`config.mk`:
```
export PLATFORM = sky130hd
export DESIGN_NAME = ring_ctrl_flat
export DESIGN_NICKNAME = d
export VERILOG_FILES = /design/src/rtl/ring_pkg.sv /design/src/rtl/ring_if.sv /design/src/rtl/ring_sec_timer.sv /design/src/rtl/ring_ctrl.sv /design/src/flat_wrapper.sv
export SDC_FILE = /design/constraint.sdc
export NUM_CORES = 1
export LEC_CHECK = 0
export ABC_CLOCK_PERIOD_IN_PS = 2100
export CELL_PAD_IN_SITES_DETAIL_PLACEMENT = 1
export CELL_PAD_IN_SITES_GLOBAL_PLACEMENT = 2
export CORE_MARGIN = 3
export CORE_UTILIZATION = 31
export DETAILED_ROUTE_END_ITERATION = 10
export DONT_BUFFER_PORTS = 1
export GPL_ROUTABILITY_DRIVEN = 0
export HOLD_SLACK_MARGIN = 0.02
export PLACE_DENSITY_LB_ADDON = 0.1
export SKIP_LAST_GASP = 1
export SLEW_MARGIN = 20
export SYNTH_ARGS = -nofsm -noshare
export SYNTH_HDL_FRONTEND = slang
export SYNTH_HIERARCHICAL = 1
export SYNTH_SLANG_ARGS = --single-unit
```
`constraint.sdc`:
```
create_clock -name clk -period 2.1 [get_ports clk]
set_input_delay 0.42 -clock clk [delete_from_list [all_inputs] [get_ports clk]]
set_output_delay 0.42 -clock clk [all_outputs]
set_load 0.02 [all_outputs]
```
`src/rtl/ring_pkg.sv`:
```
// Shared ring codes, sequencer states and a constant helper for the alarm/chime block.
// Pure declarations; no timing, no flow control.
package ring_pkg;

  localparam logic [1:0] RING_OFF  = 2'b00;
  localparam logic [1:0] RING_SLOW = 2'b01;
  localparam logic [1:0] RING_FAST = 2'b10;

  typedef enum logic [1:0] {IDLE, CHIME, ALARM, SNOOZE} ring_state_t;

  function automatic int max2(input int a, input int b);
    return (a > b) ? a : b;
  endfunction

  function automatic logic [1:0] ring_code(input ring_state_t s);
    case (s)
      CHIME:   return RING_SLOW;
      ALARM:   return RING_FAST;
      default: return RING_OFF;
    endcase
  endfunction

endpackage

```
`src/rtl/ring_if.sv`:
```
// Time/alarm inputs, user pulses and ring/busy outputs of the ring sequencer.
// Plain wires; no handshake, inputs sampled every clk.
interface ring_if;
  logic       tick_1hz;
  logic [4:0] hour;
  logic [5:0] min;
  logic [5:0] sec;
  logic [4:0] al_hour;
  logic [5:0] al_min;
  logic       alarm_en;
  logic       stop;
  logic       snooze;
  logic [1:0] ring;
  logic       busy;

  modport master (
    output tick_1hz, hour, min, sec, al_hour, al_min, alarm_en, stop, snooze,
    input  ring, busy
  );

  modport slave (
    input  tick_1hz, hour, min, sec, al_hour, al_min, alarm_en, stop, snooze,
    output ring, busy
  );
endinterface

```
`src/rtl/ring_sec_timer.sv`:
```
// Loadable seconds down-counter shared by all ring states; expire is combinational.
// Load wins over tick, so a tick in the load cycle is not counted; no backpressure.
module ring_sec_timer #(
  parameter int W = 9
) (
  input  logic         clk,
  input  logic         rst_n,
  input  logic         load,
  input  logic [W-1:0] load_val,
  input  logic         tick,
  output logic         expire
);

  logic [W-1:0] cnt;

  always_ff @(posedge clk or negedge rst_n) begin
    if (!rst_n)
      cnt <= '0;
    else if (load)
      cnt <= load_val;
    else if (tick && (cnt != '0))
      cnt <= cnt - 1'b1;
  end

  // Firing on the tick that sees 1 makes a state last exactly the loaded tick count.
  assign expire = tick && (cnt == W'(1));

endmodule

```
`src/rtl/ring_ctrl.sv`:
```
// Hourly chime / alarm ring sequencer; optional snooze compiled in with RING_SNOOZE_EN.
// ring/busy registered, one cycle after the causing edge or pulse; no backpressure.
module ring_ctrl #(
  parameter int CHIME_SEC  = 4,
  parameter int ALARM_SEC  = 30,
  parameter int SNOOZE_SEC = 300,
  parameter int MAX_SNOOZE = 3
) (
  input  logic   clk,
  input  logic   rst_n,
  ring_if.slave  bus
);

  import ring_pkg::*;

`ifdef RING_SNOOZE_EN
  localparam int CW = $clog2(max2(max2(CHIME_SEC, ALARM_SEC), SNOOZE_SEC) + 1);
  localparam int SW = $clog2(MAX_SNOOZE + 1);
`else
  localparam int CW = $clog2(max2(CHIME_SEC, ALARM_SEC) + 1);
`endif

  ring_state_t   state, state_d;
  logic          chime_m, alarm_m, chime_m_q, alarm_m_q;
  logic          chime_start, alarm_start;
  logic          tmr_load, tmr_expire;
  logic [CW-1:0] tmr_val;

  assign chime_m = (bus.min == 6'd0) && (bus.sec == 6'd0);
  assign alarm_m = bus.alarm_en && (bus.hour == bus.al_hour) &&
                   (bus.min == bus.al_min) && (bus.sec == 6'd0);

  assign chime_start = chime_m && !chime_m_q;
  assign alarm_start = alarm_m && !alarm_m_q;

  ring_sec_timer #(.W(CW)) u_timer (
    .clk      (clk),
    .rst_n    (rst_n),
    .load     (tmr_load),
    .load_val (tmr_val),
    .tick     (bus.tick_1hz),
    .expire   (tmr_expire)
  );

`ifdef RING_SNOOZE_EN
  logic [SW-1:0] snz_cnt, snz_cnt_d;

  always_ff @(posedge clk or negedge rst_n) begin
    if (!rst_n) snz_cnt <= '0;
    else        snz_cnt <= snz_cnt_d;
  end
`else
  logic unused_snz;
  assign unused_snz = ^{bus.snooze, SNOOZE_SEC[0], MAX_SNOOZE[0]};
`endif

  // Match history resets high so a match already present at reset release is not an event.
  always_ff @(posedge clk or negedge rst_n) begin
    if (!rst_n) begin
      state     <= IDLE;
      chime_m_q <= 1'b1;
      alarm_m_q <= 1'b1;
      bus.ring  <= RING_OFF;
      bus.busy  <= 1'b0;
    end else begin
      state     <= state_d;
      chime_m_q <= chime_m;
      alarm_m_q <= alarm_m;
      bus.ring  <= ring_code(state_d);
      bus.busy  <= (state_d != IDLE);
    end
  end

  always_comb begin
    state_d  = state;
    tmr_load = 1'b0;
    tmr_val  = '0;
`ifdef RING_SNOOZE_EN
    snz_cnt_d = snz_cnt;
`endif
    // Alarm start outranks everything else, including a same-cycle stop.
    if (alarm_start) begin
      state_d  = ALARM;
      tmr_load = 1'b1;
      tmr_val  = CW'(ALARM_SEC);
`ifdef RING_SNOOZE_EN
      snz_cnt_d = '0;
`endif
    end else begin
      case (state)
        IDLE: begin
          if (chime_start) begin
            state_d  = CHIME;
            tmr_load = 1'b1;
            tmr_val  = CW'(CHIME_SEC);
          end
        end
        CHIME: begin
          if (bus.stop || tmr_expire) begin
            state_d  = IDLE;
            tmr_load = 1'b1;
          end
        end
        ALARM: begin
          if (bus.stop || !bus.alarm_en) begin
            state_d  = IDLE;
            tmr_load = 1'b1;
`ifdef RING_SNOOZE_EN
          end else if (bus.snooze && (snz_cnt < SW'(MAX_SNOOZE))) begin
            state_d   = SNOOZE;
            tmr_load  = 1'b1;
            tmr_val   = CW'(SNOOZE_SEC);
            snz_cnt_d = snz_cnt + 1'b1;
`endif
          end else if (tmr_expire) begin
            state_d  = IDLE;
            tmr_load = 1'b1;
          end
        end
`ifdef RING_SNOOZE_EN
        SNOOZE: begin
          if (bus.stop || !bus.alarm_en) begin
            state_d  = IDLE;
            tmr_load = 1'b1;
          end else if (tmr_expire) begin
            state_d  = ALARM;
            tmr_load = 1'b1;
            tmr_val  = CW'(ALARM_SEC);
          end
        end
`endif
        default: begin
          state_d  = IDLE;
          tmr_load = 1'b1;
        end
      endcase
    end
  end

endmodule

```
`src/flat_wrapper.sv`:
```
// flat-port wrapper written by rule: the top's interface ports become plain ports
module ring_ctrl_flat import ring_pkg::*;
#(
  parameter int CHIME_SEC  = 4,
  parameter int ALARM_SEC  = 30,
  parameter int SNOOZE_SEC = 300,
  parameter int MAX_SNOOZE = 3
)
  (clk, rst_n, bus_tick_1hz, bus_hour, bus_min, bus_sec, bus_al_hour, bus_al_min, bus_alarm_en, bus_stop, bus_snooze, bus_ring, bus_busy);
  ring_if bus_i ();
  input  logic clk;
  input  logic rst_n;
  input wire logic [$bits(bus_i.tick_1hz)-1:0] bus_tick_1hz;
  input wire logic [$bits(bus_i.hour)-1:0] bus_hour;
  input wire logic [$bits(bus_i.min)-1:0] bus_min;
  input wire logic [$bits(bus_i.sec)-1:0] bus_sec;
  input wire logic [$bits(bus_i.al_hour)-1:0] bus_al_hour;
  input wire logic [$bits(bus_i.al_min)-1:0] bus_al_min;
  input wire logic [$bits(bus_i.alarm_en)-1:0] bus_alarm_en;
  input wire logic [$bits(bus_i.stop)-1:0] bus_stop;
  input wire logic [$bits(bus_i.snooze)-1:0] bus_snooze;
  output wire logic [$bits(bus_i.ring)-1:0] bus_ring;
  output wire logic [$bits(bus_i.busy)-1:0] bus_busy;
  assign bus_i.tick_1hz = bus_tick_1hz;
  assign bus_i.hour = bus_hour;
  assign bus_i.min = bus_min;
  assign bus_i.sec = bus_sec;
  assign bus_i.al_hour = bus_al_hour;
  assign bus_i.al_min = bus_al_min;
  assign bus_i.alarm_en = bus_alarm_en;
  assign bus_i.stop = bus_stop;
  assign bus_i.snooze = bus_snooze;
  assign bus_ring = bus_i.ring;
  assign bus_busy = bus_i.busy;
  ring_ctrl #(.CHIME_SEC(CHIME_SEC), .ALARM_SEC(ALARM_SEC), .SNOOZE_SEC(SNOOZE_SEC), .MAX_SNOOZE(MAX_SNOOZE)) u_core (.clk(clk), .rst_n(rst_n), .bus(bus_i));
endmodule
```
== Yosys cells after proc, flatten, opt, wreduce, memory -nomap -nowiden ==
Cells that the tools add are included.

* Register bits after elaboration: 12
* Bits of input ports: 34
* Output and inout port bits: 3
* Word-level logic and storage cells: 51

* Add/subtract/negate cells: 1
* Eq/ne operators: 7
* Muxes and demuxes: 18
* Reduce and logical (&&, ||, !) cells: 19

{| class="wikitable"
|+ Operators with widths
! operator !! number
|-
| 5-bit two-way mux || 4
|-
| 6-bit zero test || 2
|-
| 2-bit two-way mux || 5
|-
| 1-bit logical AND || 8
|-
| 6-bit equality test || 1
|-
| 2-bit case mux with 3 select lines || 1
|-
| 5-bit by 1-bit equality test with 1-bit output, second input constant || 1
|-
| 5-bit equality test || 1
|-
| 1-bit two-way mux || 5
|-
| 5-bit nonzero test || 1
|-
| 5-bit by 1-bit subtractor with 5-bit output, second input constant || 1
|-
| 2-bit by 1-bit equality test with 1-bit output, second input constant || 2
|-
| 2-bit equality test, second input constant || 2
|-
| 2-bit case mux with 2 select lines || 1
|-
| 2-bit nonzero test || 2
|-
| 1-bit zero test || 3
|-
| 3-bit two-way mux || 1
|-
| 1-bit case mux with 3 select lines || 1
|-
| 2-bit zero test || 1
|-
| 1-bit logical OR || 2
|}

== Longest topological paths before layout ==
* Word-level depth: 8
* Mapped depth: 11
* Mapped depth without buffers: 10

== Cells and area by module ==
The synthesis kept the hierarchy.

{| class="wikitable"
|+ By module, submodules not included
! module !! instances !! cells each !! area an instance (µm²) !! seq. area each (µm²)
|-
| ring_ctrl || 1 || 53 || 499.2 || 177.7
|-
| ring_sec_timer || 1 || 35 || 336.6 || 125.1
|}

== Worst setup path before layout ==
No wires, ideal clock.

* Kind: in2reg
* From: in bus_sec[5]
* To: reg u_core.u_timer.cnt[0]
* Library setup time: 0.146 ns
* Arrival: 2.028 ns
* Required time: 1.954 ns
* Setup slack: -0.074 ns
* Stages on the path: 9
* Path buffers: 1
* Cell sequence: nor4_4 -> nand2_2 -> a2111oi_4 -> nand3_2 -> nand3_1 -> clkbuf_1 -> nor3b_1 -> mux2i_1 -> o311ai_0

* Cells in the longest elaborated chain, start to end: 7
* Elaborated cells between the ends (all ways): 11
* Classes of those cells: mux (5); reduce/logical (6)

{| class="wikitable"
|+ Ends and longest elaborated chain
! item !! line !! source
|-
| start: declaration || flat_wrapper.sv:16 || <nowiki>input wire logic [$bits(bus_i.sec)-1:0] bus_sec;</nowiki>
|-
| 6-bit zero test * || ring_ctrl.sv:29, ring_ctrl.sv:31 ||
|-
| 1-bit logical AND || ring_ctrl.sv:29 || <nowiki>assign chime_m = (bus.min == 6'd0) && (bus.sec == 6'd0);</nowiki>
|-
| 1-bit logical AND || ring_ctrl.sv:33 || <nowiki>assign chime_start = chime_m && !chime_m_q;</nowiki>
|-
| 1-bit two-way mux || ring_ctrl.sv:92 || <nowiki>if (chime_start) begin</nowiki>
|-
| 1-bit case mux with 3 select lines || ring_ctrl.sv:90 || <nowiki>case (state)</nowiki>
|-
| 1-bit two-way mux * || ring_ctrl.sv:82 || <nowiki>if (alarm_start) begin</nowiki>
|-
| net u_core.tmr_load || ring_ctrl.sv:26 || <nowiki>logic tmr_load, tmr_expire;</nowiki>
|-
| 5-bit two-way mux / 2-bit nonzero test (equally long branches) || n/a ||
|-
| end signal: assignment || ring_sec_timer.sv:20 || <nowiki>cnt <= load_val;</nowiki>
|-
| end signal: assignment || ring_sec_timer.sv:22 || <nowiki>cnt <= cnt - 1'b1;</nowiki>
|-
| end: declaration || ring_sec_timer.sv:14 || <nowiki>logic [W-1:0] cnt;</nowiki>
|}

The timed path passes the listed nets; every way through them passes the cells marked *.
A chain may end at the register's enable or synchronous reset.

== Worst setup path in the final report ==
* From: reg u_core.u_timer.cnt[1]
* To: reg u_core.u_timer.cnt[2]

* Cells in the longest elaborated chain, start to end: 7
* Elaborated cells between the ends (all ways): 14
* Classes of those cells: add/sub (1); eq/ne (1); mux (7); reduce/logical (5)

{| class="wikitable"
|+ Ends and longest elaborated chain
! item !! line !! source
|-
| 5-bit by 1-bit equality test with 1-bit output * || ring_sec_timer.sv:26 || <nowiki>assign expire = tick && (cnt == W'(1));</nowiki>
|-
| 1-bit logical AND * || ring_sec_timer.sv:26 ||
|-
| net u_core.tmr_expire || ring_ctrl.sv:26 ||
|-
| 1-bit two-way mux / 1-bit logical OR (equally long branches) || ring_ctrl.sv:115, ring_ctrl.sv:99 ||
|-
| 1-bit two-way mux (on tied branches) || ring_ctrl.sv:105, ring_ctrl.sv:99 ||
|-
| 1-bit case mux with 3 select lines * || ring_ctrl.sv:90 ||
|-
| 1-bit two-way mux * || ring_ctrl.sv:82 ||
|-
| net u_core.tmr_load || ring_ctrl.sv:26 ||
|-
| 5-bit two-way mux / 2-bit nonzero test (equally long branches) || n/a ||
|}

The timed path passes the listed nets; every way through them passes the cells marked *. The select of a mux whose other input is x is not followed.

==> impl_results.md <==
* Min-Delay Startpoint: bus_tick_1hz
* Reg clk slew, reported paths at 0.08 ns
* Setup TNS at 0 ns
* Final worst path period need at 1.92 ns
* Setup Skew at 0.00483 ns
* First-pass GRT wire length at 3480 um
* Post-DP HPWL at 1710 um
* Final WL at 2060 um
* CP Capture Type: flip-flop
* Drt wl/cell at 15.8 um
* Final setup viols at 0
* IO buf count at 0
* Yosys warning count at 6
* Fmax at 521 MHz
* Vias in the first global route at 780
* Maxcap violations at 0
* Asr flop ratio synth at 1.00
* LEAKAGE at 0.432 nW
* Area growth from synthesis to layout at 19.6%
* Worst slew pin tran at 0.582 ns
* Max FO, Critical Path at 10
* Data required, critical path at 2.30 ns
* Cells on worst reg2reg path at 11
* Slew Limit Headroom at 0.611
* Xor and xnor area share after synthesis at 0.105
* Initial antenna violation count at 0
* Pwr Density at 766 nW/um^2
* Die Area at 3360 um^2
* Cells after synthesis at 88
* Remaining global-route overflow at 0
* Reg2reg end: u_core/u_timer/cnt[2]
* Violation count after the first detailed-route iteration at 15
* Initial Util at 0.331
* Simple-Gate Fraction of Synth Area at 0.286
* Pins Over Slew Limit at 0
* Core ar. at 2520 um^2
* Die width at 57.9 um
* EDFF count, synth at 0
* Final core occ at 0.396
* WHS at 0.286 ns
* Pre-CTS setup slack at 0.00373 ns
* Reg2reg setup slack at 0.18 ns
* CP Class: reg2reg
* CTS sink count at 12
* Nets@finish at 137
* TritonCTS clock tree: built
* Number of diodes at 0
* Hold path depth at 1
* DRC viols at 0
* Clock root cell: clkbuf_4
* Synth Area in Compound Gates at 0.165
* RR Startpoint: u_core/u_timer/cnt[1]
* Ys flop type: dfrtp_1
* Endpoint with the worst hold slack: u_core/u_timer/cnt[0]
* HP Class: in2reg
* CTS buffer count at 3
* Peak supply drop at 467 uV
* Layout cells sized above 1 at 0.250
* Worst skew pair latency at 0.28 ns
* Max clock buf depth at 2
* Crit share post-route at 0.914
* IO Pins at 37
* Vias at 694
* # H-tree levels at 1
* Via/cell ratio at 5.34
* Worst setup SP type: flip-flop
* Hold Vio Cnt, Final at 0
* Tot GR Track Use at 0.137
* Net Count, Synth at 124
* Die height at 57.9 um
* Outcome: finished clean
* Largest net degree at the start of global routing at 13
* Antenna-violating nets left at 0
* Mux cell area share after synthesis at 0.0120
* Post-Synth Adder-Cell Area at 0.0299
* Syn Std Cell Area at 836 um^2
* Num rows at 18
* Pre-Repair DR Iteration Count at 2
* Seq/Total Area, Yosys at 0.362
* Cell variety after synth at 38
* Main combinational cell family by area after synthesis: simple AND/OR/NAND/NOR gates
* Syn Area/Cell at 9.50 um^2
* Unrepaired setup endpoints after global routing: false
* WP data arrival at 2.12 ns
* Post-synthesis register bit count at 12
* Final WS setup at 0.181 ns
## synthesized netlist by cell type (2+ instances only)
cell / n / area share
dfstp_2: 2 / 0.063
xnor2_1: 8 / 0.084
nand4_1: 3 / 0.022
nand3_1: 2 / 0.012
nor2_1: 4 / 0.018
xor2_1: 2 / 0.021
nor2b_1: 5 / 0.037
a21oi_1: 4 / 0.024
a211oi_1: 2 / 0.018
ha_1: 2 / 0.030
nand2_1: 8 / 0.036
inv_1: 7 / 0.031
nor3_1: 2 / 0.012
o21ai_0: 4 / 0.024
dfrtp_1: 10 / 0.30
## layout by cell type (no fill, tap or decap), drive strengths merged, types with 2 or more instances in the layout
master	instances
a211oi	2
nor2	4
nor3	2
inv	7
xor2	2
dfrtp	10
or4b	2
nand2	9
buf	8
nand4	3
xnor2	8
clkbuf	4
dfstp	2
nor4	2
o21ai	5
nor2b	5
nand3	3
a21oi	4
ha	2
a2111oi	2
## cell families after synthesis
family          after synthesis
compound gates               17
mux                           1
flops                        12
simple gates                 37
buf+inv                       8
xor+xnor                     10
other cells                   1
fa+ha+maj                     2
## registers in the layout, indices dropped and copies added (netlist names)
name	count
u_core/u_timer/cnt	5
u_core/alarm_m_q	1
u_core/state	2
u_core/bus.busy	1
u_core/chime_m_q	1
u_core/bus.ring	2
## area by class of cell
type                            count  area, um^2
Timing Repair Buffer                9        70.1
Tap cell                           30        37.5
Multi-Input combinational cell     68         527
Fill cell                         305        1520
Clock buffer                        4        36.3
Inverter                            7        26.3
Sequential cell                    12         303
## repair_timing
| item | in CTS | in global routing |
|---|---|---|
| gates resized for setup | 1 | 4 |
| setup buffers | 0 | 1 |
| pin swaps | 0 | 1 |
| hold buffers | 1 | 0 |
| gates cloned | 0 | 0 |
| hold endpoints to repair | 12 | 0 |
| endpoints found under the setup margin | 2 | 4 |
## how the worst max path moves through the flow
stage / startpoint / to / slack, ns
after global routing: u_core/u_timer/cnt[1] / u_core/u_timer/cnt[0] / 0.003
final: u_core/u_timer/cnt[1] / u_core/u_timer/cnt[2] / 0.18
after CTS: u_core/u_timer/cnt[1] / u_core/u_timer/cnt[2] / 0.06
after floorplan: bus_sec[5] / u_core/u_timer/cnt[0] / 0.01
after detailed placement: u_core/u_timer/cnt[1] / u_core/u_timer/cnt[2] / 0.004
after global placement: bus_sec[5] / u_core/u_timer/cnt[3] / 0.04
## per-stage QoR
stage	instance area, um^2	std cells	total power [mW]
global placement	922	124	0.537
floorplan	837	88	0.468
detailed placement	922	124	0.547
CTS	971	129	0.750
global route	1000	130	0.833
finish	1000	130	0.766
## worst max-delay path, cell delays in order, from the launching register on
cell	delay, ns
dfrtp_1	0.38
inv_1	0.08
ha_1	0.17
and4b_2	0.26
nor2_4	0.12
nor2b_1	0.06
o21ai_1	0.11
nand3_1	0.08
buf_4	0.17
buf_4	0.15
nor2b_1	0.13
a21oi_1	0.13
## where the power goes
| group | switching (mW) | internal, mW |
|---|---|---|
| clock network | 0.0821 | 0.105 |
| logic | 0.130 | 0.152 |
| registers | 0.0293 | 0.267 |
## routing by layer
layer | part of all wire | up-vias | track usage | routed length [um]
met5 | 0 | - | 0 | 0
li1 | - | 334 | - | -
met4 | 0 | 0 | 0.0298 | 0
met3 | 0.062 | 0 | 0.0601 | 128
met2 | 0.54 | 18 | 0.247 | 1110
met1 | 0.40 | 342 | 0.147 | 817
Note: power is estimated with default switching activity, not from simulation.
